## src/rtl/inst_fetch_pkg.sv

```systemverilog
// Shared definitions for the instruction fetch stage: bus widths, PC step,
// fetch FSM encodings and enable levels.
package inst_fetch_pkg;

  localparam int ADDR_W = 32;
  localparam int INST_W = 32;

  localparam logic [ADDR_W-1:0] PC_STEP = 32'd4;

  localparam logic ENABLE  = 1'b1;
  localparam logic DISABLE = 1'b0;

  localparam logic [1:0] S_IDLE = 2'd0;
  localparam logic [1:0] S_MISS = 2'd1;
  localparam logic [1:0] S_HOLD = 2'd2;

endpackage

```

## src/rtl/inst_fetch_icache.sv

```systemverilog
// Direct-mapped, one-word-per-line instruction cache with a combinational read
// port and a synchronous fill port; valid bits clear on reset.
module inst_fetch_icache
  import inst_fetch_pkg::*;
#(
  parameter int ICACHE_LINES = 64
) (
  input  logic              clk,
  input  logic              rst,
  input  logic [ADDR_W-3:0] rd_word,
  output logic              hit,
  output logic [INST_W-1:0] rd_data,
  input  logic              wr_en,
  input  logic [ADDR_W-3:0] wr_word,
  input  logic [INST_W-1:0] wr_data
);

  localparam int IDX   = $clog2(ICACHE_LINES);
  localparam int TAG_W = ADDR_W - 2 - IDX;

  logic [ICACHE_LINES-1:0] valid_reg;
  logic [TAG_W-1:0]        tag_mem  [ICACHE_LINES];
  logic [INST_W-1:0]       data_mem [ICACHE_LINES];

  logic [IDX-1:0] rd_idx;
  logic [IDX-1:0] wr_idx;

  assign rd_idx  = rd_word[IDX-1:0];
  assign wr_idx  = wr_word[IDX-1:0];
  assign hit     = valid_reg[rd_idx] && (tag_mem[rd_idx] == rd_word[ADDR_W-3:IDX]);
  assign rd_data = data_mem[rd_idx];

  // Tag/data carry no reset so they map onto plain memory; only valid bits clear.
  always_ff @(posedge clk) begin
    if (wr_en) begin
      tag_mem[wr_idx]  <= wr_word[ADDR_W-3:IDX];
      data_mem[wr_idx] <= wr_data;
    end
  end

  for (genvar gi = 0; gi < ICACHE_LINES; gi++) begin : g_valid
    always_ff @(posedge clk or posedge rst) begin
      if (rst) begin
        valid_reg[gi] <= 1'b0;
      end else if (wr_en && (wr_idx == IDX'(gi))) begin
        valid_reg[gi] <= 1'b1;
      end
    end
  end

endmodule

```

## src/rtl/inst_fetch.sv

```systemverilog
// Instruction fetch stage: PC, miss handling towards memctrl, issue to decoder.
// Define ICACHE_EN to include the direct-mapped instruction cache.
module inst_fetch
  import inst_fetch_pkg::*;
#(
  parameter int          ICACHE_LINES = 64,
  parameter logic [31:0] RESET_PC     = 32'h0
) (
  input  logic              clk,
  input  logic              rst,
  input  logic              rdy,
  output logic              oMC_en,
  output logic [ADDR_W-1:0] oMC_addr,
  input  logic              iMC_done,
  input  logic [INST_W-1:0] iMC_inst,
  output logic              oID_en,
  output logic [INST_W-1:0] oID_inst,
  output logic [ADDR_W-1:0] oID_pc,
  input  logic              iID_stall,
  input  logic              iROB_jump_en,
  input  logic [ADDR_W-1:0] iROB_jump_pc
);

  logic [ADDR_W-1:0] pc_reg;
  logic [1:0]        state_reg;
  logic              discard_reg;
  logic              mc_en_reg;
  logic [ADDR_W-1:0] mc_addr_reg;
  logic              id_en_reg;
  logic [INST_W-1:0] id_inst_reg;
  logic [ADDR_W-1:0] id_pc_reg;
  logic [INST_W-1:0] hold_inst_reg;

  logic              cache_hit;
  logic [INST_W-1:0] cache_data;

`ifdef ICACHE_EN
  logic fill_en;

  // The fill lands at the requested address even when the fetch was redirected.
  assign fill_en = rdy && (state_reg == S_MISS) && iMC_done;

  inst_fetch_icache #(
    .ICACHE_LINES(ICACHE_LINES)
  ) u_icache (
    .clk    (clk),
    .rst    (rst),
    .rd_word(pc_reg[ADDR_W-1:2]),
    .hit    (cache_hit),
    .rd_data(cache_data),
    .wr_en  (fill_en),
    .wr_word(mc_addr_reg[ADDR_W-1:2]),
    .wr_data(iMC_inst)
  );
`else
  assign cache_hit  = 1'b0;
  assign cache_data = '0;
`endif

  always_ff @(posedge clk or posedge rst) begin
    if (rst) begin
      pc_reg        <= RESET_PC;
      state_reg     <= S_IDLE;
      discard_reg   <= DISABLE;
      mc_en_reg     <= DISABLE;
      mc_addr_reg   <= '0;
      id_en_reg     <= DISABLE;
      id_inst_reg   <= '0;
      id_pc_reg     <= '0;
      hold_inst_reg <= '0;
    end else if (rdy) begin
      if (iROB_jump_en) begin
        pc_reg    <= iROB_jump_pc;
        id_en_reg <= DISABLE;
        // An in-flight request cannot be aborted: remember to drop its result.
        if ((state_reg == S_MISS) && !iMC_done) begin
          discard_reg <= ENABLE;
        end else begin
          state_reg   <= S_IDLE;
          discard_reg <= DISABLE;
          mc_en_reg   <= DISABLE;
        end
      end else begin
        case (state_reg)
          S_IDLE: begin
            if (iID_stall) begin
              id_en_reg <= DISABLE;
            end else if (cache_hit) begin
              id_en_reg   <= ENABLE;
              id_inst_reg <= cache_data;
              id_pc_reg   <= pc_reg;
              pc_reg      <= pc_reg + PC_STEP;
            end else begin
              id_en_reg   <= DISABLE;
              mc_en_reg   <= ENABLE;
              mc_addr_reg <= pc_reg;
              state_reg   <= S_MISS;
            end
          end
          S_MISS: begin
            id_en_reg <= DISABLE;
            if (iMC_done) begin
              mc_en_reg <= DISABLE;
              if (discard_reg) begin
                discard_reg <= DISABLE;
                state_reg   <= S_IDLE;
              end else if (!iID_stall) begin
                id_en_reg   <= ENABLE;
                id_inst_reg <= iMC_inst;
                id_pc_reg   <= pc_reg;
                pc_reg      <= pc_reg + PC_STEP;
                state_reg   <= S_IDLE;
              end else begin
                hold_inst_reg <= iMC_inst;
                state_reg     <= S_HOLD;
              end
            end
          end
          S_HOLD: begin
            if (!iID_stall) begin
              id_en_reg   <= ENABLE;
              id_inst_reg <= hold_inst_reg;
              id_pc_reg   <= pc_reg;
              pc_reg      <= pc_reg + PC_STEP;
              state_reg   <= S_IDLE;
            end else begin
              id_en_reg <= DISABLE;
            end
          end
          default: begin
            id_en_reg <= DISABLE;
            state_reg <= S_IDLE;
          end
        endcase
      end
    end
  end

  assign oMC_en   = mc_en_reg;
  assign oMC_addr = mc_addr_reg;
  assign oID_en   = id_en_reg;
  assign oID_inst = id_inst_reg;
  assign oID_pc   = id_pc_reg;

endmodule
```

## config.mk

```make
export PLATFORM = sky130hd
export DESIGN_NAME = inst_fetch
export DESIGN_NICKNAME = d
export VERILOG_FILES = /design/src/rtl/inst_fetch_pkg.sv /design/src/rtl/inst_fetch_icache.sv /design/src/rtl/inst_fetch.sv
export SDC_FILE = /design/constraint.sdc
export NUM_CORES = 1
export LEC_CHECK = 0
export ABC_AREA = 1
export ABC_CLOCK_PERIOD_IN_PS = 9000
export CAP_MARGIN = 10
export CORE_MARGIN = 2
export CORE_UTILIZATION = 45
export DETAILED_ROUTE_END_ITERATION = 16
export GPL_TIMING_DRIVEN = 0
export PLACE_DENSITY = 0.82
export SLEW_MARGIN = 20
export SYNTH_ARGS = -nofsm -noshare
export SYNTH_HDL_FRONTEND = slang
export SYNTH_SLANG_ARGS = --single-unit
```

## constraint.sdc

```tcl
create_clock -name clk -period 9 [get_ports clk]
set_input_delay 2.7 -clock clk [delete_from_list [all_inputs] [get_ports clk]]
set_output_delay 2.7 -clock clk [all_outputs]
set_load 0.02 [all_outputs]
```

==> flow_metrics.tcl, run 1 <==
set metrics [dict create \
    nNetsFinal 1266 \
    start_kind "primary input" \
    synthAdderAreaFrac_pct 0.805 \
    worstMarginPinSlew_ns 0.778 \
    rsz0062_at_grt "no" \
    num_rows 48 \
    cts_tree "done" \
    cts_resized 0 \
    outcome "finished, final reports clean" \
    slowest_delay_ns 0.54 \
    drive_gt1_share_pct 4.90 \
    cp_common_cell "nand2_1" \
    dr_total_vias 7269 \
    switchingPower_uw 1320 \
    cts_buffers 17 \
    critical_path_required_ns 9.32 \
    clkSinkCount 165 \
    ys_seq_area_share_pct 53.2 \
    setup_viol 0 \
    hold_slack_ns 0.481 \
    grt_max_degree 101 \
    core_area_sq_um 17100 \
    syn2layout_area_growth_pct 32.8 \
    grt_pass1_vias 6895 \
    antenna_cells 0 \
    synth_ff_type "dfrtp_1" \
    worst-path-max-fanout 10 \
    slowest_stage "clkdlybuf4s50_1" \
    synthArstFlopShare_pct 100 \
    comb_power_share_pct 40.6 \
    synth_top_family_by_area "simple AND/OR/NAND/NOR gates" \
    hold_viol_final 0 \
    viasPerCell 5.09 \
    clk_latency_ns 0.43 \
    hpwl_mm 15.6 \
    die_x_um 135 \
    slew_headroom_pct 47.8 \
    antenna_found_initial 0 \
    synth_compound_area_share_pct 13.4 \
    synth_nets 1081 \
    internal_power_uw 2080 \
    avgRoutedWirePerCell_um 14.9 \
    synthesis.area_sq_um 7770 \
    grt_overflow 0 \
    switching_share_pct 38.8 \
    crit_family "buffers and inverters" \
    fin_util_pct 60.5 \
    die-area_sq_um 18300 \
    place_congestion 0.988 \
    yosys.area_share.xor_xnor_pct 0.113 \
    ys_ff_latch 165 \
    io_buffers 165 \
    cellPowerDensity_nw_per_um2 330 \
    min_period_over_period_pct 47.7 \
    yosysUniqueCellTypes 26 \
    synthSimpleGateAreaFrac_pct 23.7 \
    grt_util_all_layers_pct 24.1 \
    synth-warning-count 0 \
    crit_arrival_ns 4.61 \
    synth.avg_cell_area_sq_um 7.72 \
    drt_iter0_drc 535 \
    cts_max_level 4 \
    slew_violations 0 \
    synthMuxAreaShare_pct 0 \
    route.detailed.drc 0 \
    power.leakage_uw 0.00479 \
    synth_top_area_share_pct 53.2 \
    crit_type "primary input to register" \
    synthCells 1006 \
    dpl_cell_area_sq_um 9740 \
    root_buffer "clkbuf_16" \
    dr.pass1.iters 6 \
    post_cts_buffers 0 \
    clk_pin_slew_ns 0.06 \
    crit_buf_inv 4 \
    crit_chain "clkdlybuf4s50_1 -> inv_2 -> nand2_1 -> a31oi_1 -> nor2_1 -> inv_2 -> clkbuf_1 -> nand2_1 -> nand2_1" \
    antenna_left 0 \
    clk_path_buf_depth 2 \
    endpoint_kind "register" \
    synthTopCellsByArea "dfrtp_1, nand2_1, o21ai_0, inv_1, nor2_1" \
    fmax_mhz 233 \
    place_ws_ns 4.23 \
    holdBufCountCts 0 \
    final_cell_area_sq_um 10300 \
    ir_drop_v 0.000154 \
    skew_ns 0.00997 \
    fin_crit_ns 4.29 \
    power_frac_clock_pct 20.8 \
    grt_pass1_wl_mm 34.8 \
    initial_core_util_pct 45.5 \
    die_y_um 135 \
    worst_slack_ns 4.71 \
    wirelength_mm 21.3 \
    ios 168 \
    hp-class "register to register" \
    seqPwrFrac_pct 38.6 \
    yosysTopAreaCell "dfrtp_1" \
    synth-edff-count 0 \
    max-cap-violations 0 \
]
-- layer usage --
metal	routed length, um	part of all wire (%)	GRT usage, %
met3	1310	6.1	5.31
met1	10100	47	35.2
met2	9410	44	35.9
met4	511	2.4	7.93
met5	0	0	0
-- layout by cell type, fill, tap and decap left out, types with 2 or more instances in the layout --
master,n
nand4_1,2
nand2_1,323
or2_2,3
o211ai_1,7
clkbuf_16,17
a21oi_1,4
buf_4,3
inv_8,2
nor2_1,78
o22ai_1,2
dfrtp_1,165
clkbuf_8,2
clkinvlp_4,2
inv_2,4
inv_1,119
ha_1,5
inv_6,2
o21ai_0,157
clkbuf_1,28
buf_6,3
buf_2,10
nand3_1,49
clkinv_4,4
clkdlybuf4s50_1,165
o21ai_1,30
and2_1,4
clkinv_2,3
nor3_1,2
a31oi_1,2
-- tightest hold or removal path: stages, from the launching register on --
cell and delay [ns]:
dfrtp_1 0.34, nand2_1 0.05, o21ai_0 0.05
-- power by group through the flow --
stage / Clock, uW / Combinational [uW] / Sequential, uW
finish: 708 / 1380 / 1310
global route: 753 / 1530 / 1360
CTS: 716 / 1390 / 1310
detailed placement: 0 / 1380 / 1320
global placement: 0 / 1350 / 1310
floorplan: 0 / 524 / 1530
-- synth_stat cells (5+ instances only) --
master / count
inv_1: 120
ha_1: 5
o21ai_0: 157
buf_2: 10
nand3_1: 49
dfrtp_1: 165
nor2_1: 78
o211ai_1: 7
o21ai_1: 30
clkbuf_1: 28
nand2_1: 323
-- worst paths after layout --
kind / cells after the start / from / endpoint / slack [ns]
max in group asynchronous: 3 / rst / oID_pc[23] / 5.44
min in group asynchronous: 2 / rst / oID_inst[0] / 2.72
worst max-delay path: 9 / iMC_done / pc_reg[25] / 4.71
worst min register to register: 2 / oMC_addr[4] / oMC_addr[4] / 0.48
worst min-delay path: 2 / oMC_addr[4] / oMC_addr[4] / 0.48
worst max register to register: 7 / state_reg[0] / oID_pc[26] / 6.73
-- stage by stage --
step | power, uW | cells | setup TNS, ns
floorplan | 2060 | 1006 | 0
global placement | 2660 | 1396 | -65.06
detailed placement | 2700 | 1397 | 0
finish | 3400 | 1429 | 0
global route | 3640 | 1429 | 0
CTS | 3420 | 1429 | 0
-- final cells by class --
type,count,area [sq um]
tap,225,282
timing repair buffer,166,1680
inverter,124,473
sequential,165,4130
clock buffer,19,453
clock inverter,13,124
buffer,45,215
fill,1573,6740
multi-input combinational,672,2960
-- cells by family (layout without fill, tap and decap cells) --
group                      after synthesis  after routing
adders and majority gates                5              5
AOI/OAI and AO/OA                      203            203
and+or+nand+nor                        463            463
xor gates and xnor gates                 1              1
DFF                                    165            165
buffers and inverters                  169            367
Note: power is estimated with default switching activity, not from simulation.
==> run 2: changes to the inputs <==
Settings changed: ABC_CLOCK_PERIOD_IN_PS 9000 to 3600, PLACE_DENSITY 0.82 to 0.85.
Clock period 9 ns to 3.6 ns, I/O delays scaled along.
==> run 2 against run 1 <==
Power increased to 2.5 times the previous value. Routed wire length increased by 2.0%. Largest cell class unchanged. Clock skew about the same. Sequential share of layout area decreased by 0.36 points. Die area unchanged. First-iteration DRC count increased by 31%. Clock power increased to 2.6 times the previous value. Sequential cell count unchanged.
==> flow_metrics.tcl, run 2 (same netlist as run 1, synthesis figures left out) <==
set metrics [dict create \
    fin_util_pct 61.0 \
    crit_buf_inv 4 \
    top_layer "met4" \
    clk_path_buf_depth 2 \
    tns_ns 0 \
    clkSinkCount 165 \
    io_buffers 165 \
    dr_total_vias 7309 \
    min_period_over_period_pct 77.8 \
    reg2reg_to "oID_pc[0]" \
    die_y_um 135 \
    max-cap-violations 0 \
    start_kind "primary input" \
    cp_common_cell "nand2_1" \
    layout_commonest_cell "nand2_1" \
    cts_resized 0 \
    final_cell_mix "nand2_1, dfrtp_1, clkdlybuf4s50_1, o21ai_0, inv_1" \
    cp.depth 9 \
    skew_ns 0.00962 \
    root_buffer "clkbuf_16" \
    ir_drop_v 0.000412 \
    stdcell_count 1434 \
    slowest_stage "clkdlybuf4s50_1" \
    initial_core_util_pct 45.5 \
    ios 168 \
    crit_family "buffers and inverters" \
    hpwl_mm 16.0 \
    wl_met1_mm 10.1 \
    critical_path_required_ns 3.91 \
    crit_chain "clkdlybuf4s50_1 -> inv_2 -> nand2_1 -> a31oi_1 -> nor2_1 -> inv_2 -> clkbuf_1 -> nand2_1 -> nand2_1" \
    viasPerCell 5.10 \
    slowest_delay_ns 0.54 \
    worst-path-max-fanout 10 \
    clk_latency_ns 0.42 \
    dr.pass1.iters 6 \
    core_area_sq_um 17100 \
    syn2layout_area_growth_pct 34.0 \
    total_power_uw 8600 \
    avgRoutedWirePerCell_um 15.2 \
    hp-class "register to register" \
    nNetsFinal 1270 \
    cts_buffers 17 \
    worstReg2RegStart "state_reg[0]" \
    rsz0062_at_grt "no" \
    die-area_sq_um 18300 \
    post_cts_buffers 0 \
    fillers 1494 \
    holdBufCountCts 0 \
    slew_headroom_pct 49.0 \
    die_x_um 135 \
    grt_pass1_wl_mm 35.3 \
    grt_overflow 0 \
    power_frac_clock_pct 21.3 \
    grt_max_degree 35 \
    worstRegToRegCells 7 \
    fin_crit_ns 2.80 \
    seqPwrFrac_pct 38.3 \
    place_congestion 0.981 \
    cellPowerDensity_nw_per_um2 827 \
    cts_max_level 4 \
    switching_share_pct 38.6 \
    endpoint_kind "register" \
    outcome "finished, final reports clean" \
    clk_pin_slew_ns 0.07 \
    fmax_mhz 357 \
    wl_met3_mm 1.34 \
    wirelength_mm 21.8 \
    power.leakage_uw 0.00483 \
    hold_viol_final 0 \
    seqCellArea_sq_um 4130 \
    grt_pass1_vias 6946 \
    drt_iter0_drc 700 \
    ff2ff_setup_slack_ns 1.22 \
    num_rows 48 \
    comb_power_share_pct 40.4 \
    dp_cells 1401 \
    cts_tree "done" \
    crit_arrival_ns 3.10 \
    switchingPower_uw 3320 \
    slew_violations 0 \
    drive_gt1_share_pct 5.22 \
    multi_input_area_sq_um 2960 \
    grt_util_all_layers_pct 24.6 \
    holdPathStages 2 \
    antenna_left 0 \
    crit_type "primary input to register" \
    setup_viol 0 \
    worstSetupEndpoint "pc_reg[21]" \
    worstMarginPinSlew_ns 0.760 \
    route.detailed.drc 0 \
    route.met2.wl_mm 9.77 \
    antenna_found_initial 1 \
    internal_power_uw 5280 \
    startpoint "iMC_done" \
]
==> run 2: cell types whose count changed in the layout (fill, tap and decap cells not counted) <==
cell | previous run | this run
buf_16 | 1 | 0
inv_6 | 2 | 3
buf_12 | 0 | 5
bufinv_16 | 1 | 2
inv_8 | 2 | 0
clkinv_2 | 3 | 2
clkinvlp_4 | 2 | 3
diode_2 | 0 | 1
==> run 2: final cells by class <==
class | count | share of cell area (%)
Clock inverter | 13 | 1.41
Timing Repair Buffer | 170 | 16.8
Sequential cell | 165 | 39.7
Buffer | 45 | 2.07
Antenna cell | 1 | 0.0240
Clock buffer | 19 | 4.35
Inverter | 124 | 4.51
Tap cell | 225 | 2.71
Multi-Input combinational cell | 672 | 28.4
==> run 2: worst min path at each step <==
stage	start	to	slack, ns
floorplan	hold_inst_reg[0]	hold_inst_reg[0]	0.45
finish	hold_inst_reg[16]	hold_inst_reg[16]	0.49
detailed placement	hold_inst_reg[28]	hold_inst_reg[28]	0.47
global route	hold_inst_reg[24]	hold_inst_reg[24]	0.51
global placement	hold_inst_reg[25]	hold_inst_reg[25]	0.46
CTS	hold_inst_reg[29]	hold_inst_reg[29]	0.49
==> run 2: per-layer routing <==
metal,vias to the layer above,track usage (%)
li1,3552,-
met4,0,8.91
met3,45,4.38
met1,3449,35.7
met2,263,37.2
met5,-,0
==> run 2: through the flow <==
stage	hold WS [ns]	worst slack (ns)	cell area (sq um)
2_1_floorplan	0.453	0.421	7770
3_3_place_gp	0.465	-0.931	9700
3_5_place_dp	0.473	0.463	9800
4_1_cts	0.489	0.883	10400
5_1_grt	0.505	0.724	10400
6_report	0.487	0.800	10400
==> run 2: worst min-delay path: cells and delay by family, from the launching register on <==
kind / cells / cell delay (ns)
AO/OA/AOI/OAI: 1 / 0.06
AND/OR/NAND/NOR: 1 / 0.05
flip-flops: 1 / 0.34
==> run 2: power by group through the flow <==
stage          combinational, uW  sequential (uW)  clock (uW)
2_1_floorplan               1310             3830           0
3_3_place_gp                3370             3280           0
3_5_place_dp                3470             3290           0
4_1_cts                     3500             3280        1860
5_1_grt                     3840             3400        1950
6_report                    3470             3300        1840
==> run 3: changes to the inputs <==
Settings changed: ABC_CLOCK_PERIOD_IN_PS 3600 to 2810, PLACE_DENSITY 0.85 to 0.82.
Clock period 3.6 ns to 2.81 ns, I/O delays scaled along.
==> run 3 against run 2 <==
Count of clock-buffer cells in the layout is 1 higher. Clock skew is 0.00066 ns lower. Register-to-register slack worse by 0.77 ns. Die area unchanged. Sequential cell count unchanged. Global-route usage decreased by 0.33 points. Power is 28% higher. Combinational power up 27%. Design area about the same. Critical path type unchanged. Largest cell class unchanged.
==> flow_metrics.tcl, run 3 (same netlist as run 1, synthesis figures left out) <==
set metrics [dict create \
    dr_total_vias 7304 \
    route.detailed.drc 0 \
    switching_share_pct 38.2 \
    grt_util_all_layers_pct 24.3 \
    initial_core_util_pct 45.5 \
    slew_headroom_pct 51.0 \
    busiest_layer "met2" \
    use_met3_pct 4.56 \
    critical_path_required_ns 3.12 \
    clk_path_buf_depth 2 \
    grt_overflow 0 \
    final_cell_mix "nand2_1, dfrtp_1, clkdlybuf4s50_1, o21ai_0, inv_1" \
    skew_ns 0.00896 \
    cts_max_level 4 \
    ir_drop_v 0.000616 \
    gr-usage-met2_pct 37.1 \
    hp-class "register to register" \
    core_area_sq_um 17100 \
    post_cts_buffers 0 \
    clk_pin_slew_ns 0.06 \
    cellPowerDensity_nw_per_um2 1060 \
    root_buffer "clkbuf_16" \
    clk_latency_ns 0.42 \
    place_congestion 0.997 \
    fmax_mhz 403 \
    cp_common_cell "nand2_1" \
    power.leakage_uw 0.00483 \
    nNetsFinal 1270 \
    switchingPower_uw 4220 \
    holdPathStages 2 \
    power_frac_clock_pct 21.7 \
    multi_input_area_sq_um 2960 \
    io_buffers 165 \
    final_cell_area_sq_um 10400 \
    die_x_um 135 \
    seqCellArea_sq_um 4130 \
    hpwl_mm 15.9 \
    worst-path-max-fanout 10 \
    fin_crit_ns 2.48 \
    layout_commonest_cell "nand2_1" \
    die-area_sq_um 18300 \
    met1_usage_pct 35.1 \
    slowest_stage "clkdlybuf4s50_1" \
    endpoint_kind "register" \
    start_kind "primary input" \
    cts_buffers 17 \
    seqPwrFrac_pct 38.3 \
    total_power_uw 11000 \
    antenna_left 0 \
    wirelength_mm 21.5 \
    crit_chain "clkdlybuf4s50_1 -> inv_2 -> nand2_1 -> a31oi_1 -> nor2_1 -> inv_2 -> clkbuf_1 -> nand2_1 -> nand2_1" \
    fillers 1520 \
    holdBufCountCts 0 \
    cts_tree "done" \
    ff2ff_setup_slack_ns 0.45 \
    crit_arrival_ns 2.79 \
    grt_pass1_vias 6925 \
    dpl_cell_area_sq_um 9800 \
    worstMarginPinSlew_ns 0.729 \
    crit_type "primary input to register" \
    antenna_found_initial 0 \
    num_rows 48 \
    die_y_um 135 \
    cts_resized 0 \
    comb_power_share_pct 40.1 \
    hold_path_end "oID_pc[6]" \
    rsz0062_at_grt "no" \
    clkSinkCount 165 \
    hold_viol_final 0 \
    drt_iter0_drc 684 \
    hold_slack_ns 0.484 \
    syn2layout_area_growth_pct 34.0 \
    hp-start "oID_pc[6]" \
    drive_gt1_share_pct 5.05 \
    grt_max_degree 35 \
    internal_power_uw 6820 \
    place_ws_ns -0.0764 \
    slowest_delay_ns 0.53 \
    slew_violations 0 \
    worstRegToRegCells 7 \
    setup_viol 0 \
    max-cap-violations 0 \
    antenna_cells 0 \
    worstReg2RegStart "state_reg[0]" \
    outcome "finished, final reports clean" \
    dr.pass1.iters 7 \
    viasPerCell 5.10 \
    grt_pass1_wl_mm 35.1 \
    ios 168 \
    worst_slack_ns 0.329 \
    reg2reg_to "oID_pc[26]" \
    tns_ns 0 \
    avgRoutedWirePerCell_um 15.0 \
    min_period_over_period_pct 88.3 \
]
run 3: cell types whose count changed in the layout (fill, tap and decap cells not counted):
cell and delta:
clkbuf_1 +2, clkinv_4 -2, inv_6 -2, bufinv_16 +1, clkbuf_8 -1, clkinv_2 +1, clkinvlp_4 +1, diode_2 -1
run 3: per-layer routing:
metal,up-vias,share of wire (%)
li1,3553,-
met1,3483,47
met2,239,45
met3,29,6.0
met4,0,2.0
met5,-,0
run 3: worst max path at each step:
| stage | from | end | slack, ns | cells after the start |
|---|---|---|---|---|
| CTS | iMC_done | oID_pc[26] | 0.36 | 8 |
| detailed placement | iMC_done | oID_pc[26] | -0.08 | 8 |
| global route | iMC_done | oID_pc[28] | 0.17 | 8 |
| finish | iMC_done | pc_reg[19] | 0.33 | 9 |
| global placement | rst | oMC_addr[25] | -1.48 | 2 |
| floorplan | rst | discard_reg | -0.13 | 1 |
run 3: final cells by class:
type                    count  share of cell area (%)
clock inverters            12                    1.48
repair buffers            170                    16.8
well taps                 225                    2.71
flip-flops and latches    165                    39.7
clock buffers              20                    4.29
plain buffers              45                    2.07
inverters                 124                    4.51
multi-input cells         672                    28.4
run 3: power groups by stage:
stage	Sequential, uW	Clock (uW)	Combinational, uW
after floorplan	4910	0	1680
after global placement	4200	0	4310
after detailed placement	4230	0	4430
after CTS	4210	2420	4450
after global routing	4360	2530	4890
final	4220	2390	4420
run 3: stage by stage:
step | cells | utilization, %
6_report | 1433 | 61.0
5_1_grt | 1433 | 61.0
4_1_cts | 1433 | 61.0
3_5_place_dp | 1401 | 57.5
3_3_place_gp | 1396 | 56.9
2_1_floorplan | 1006 | -
run 3: critical path, delay by kind of cell:
kind	cells	cell delay [ns]
AND/OR/NAND/NOR	4	0.74
AO/OA/AOI/OAI	1	0.10
buffers and inverters	4	1.09
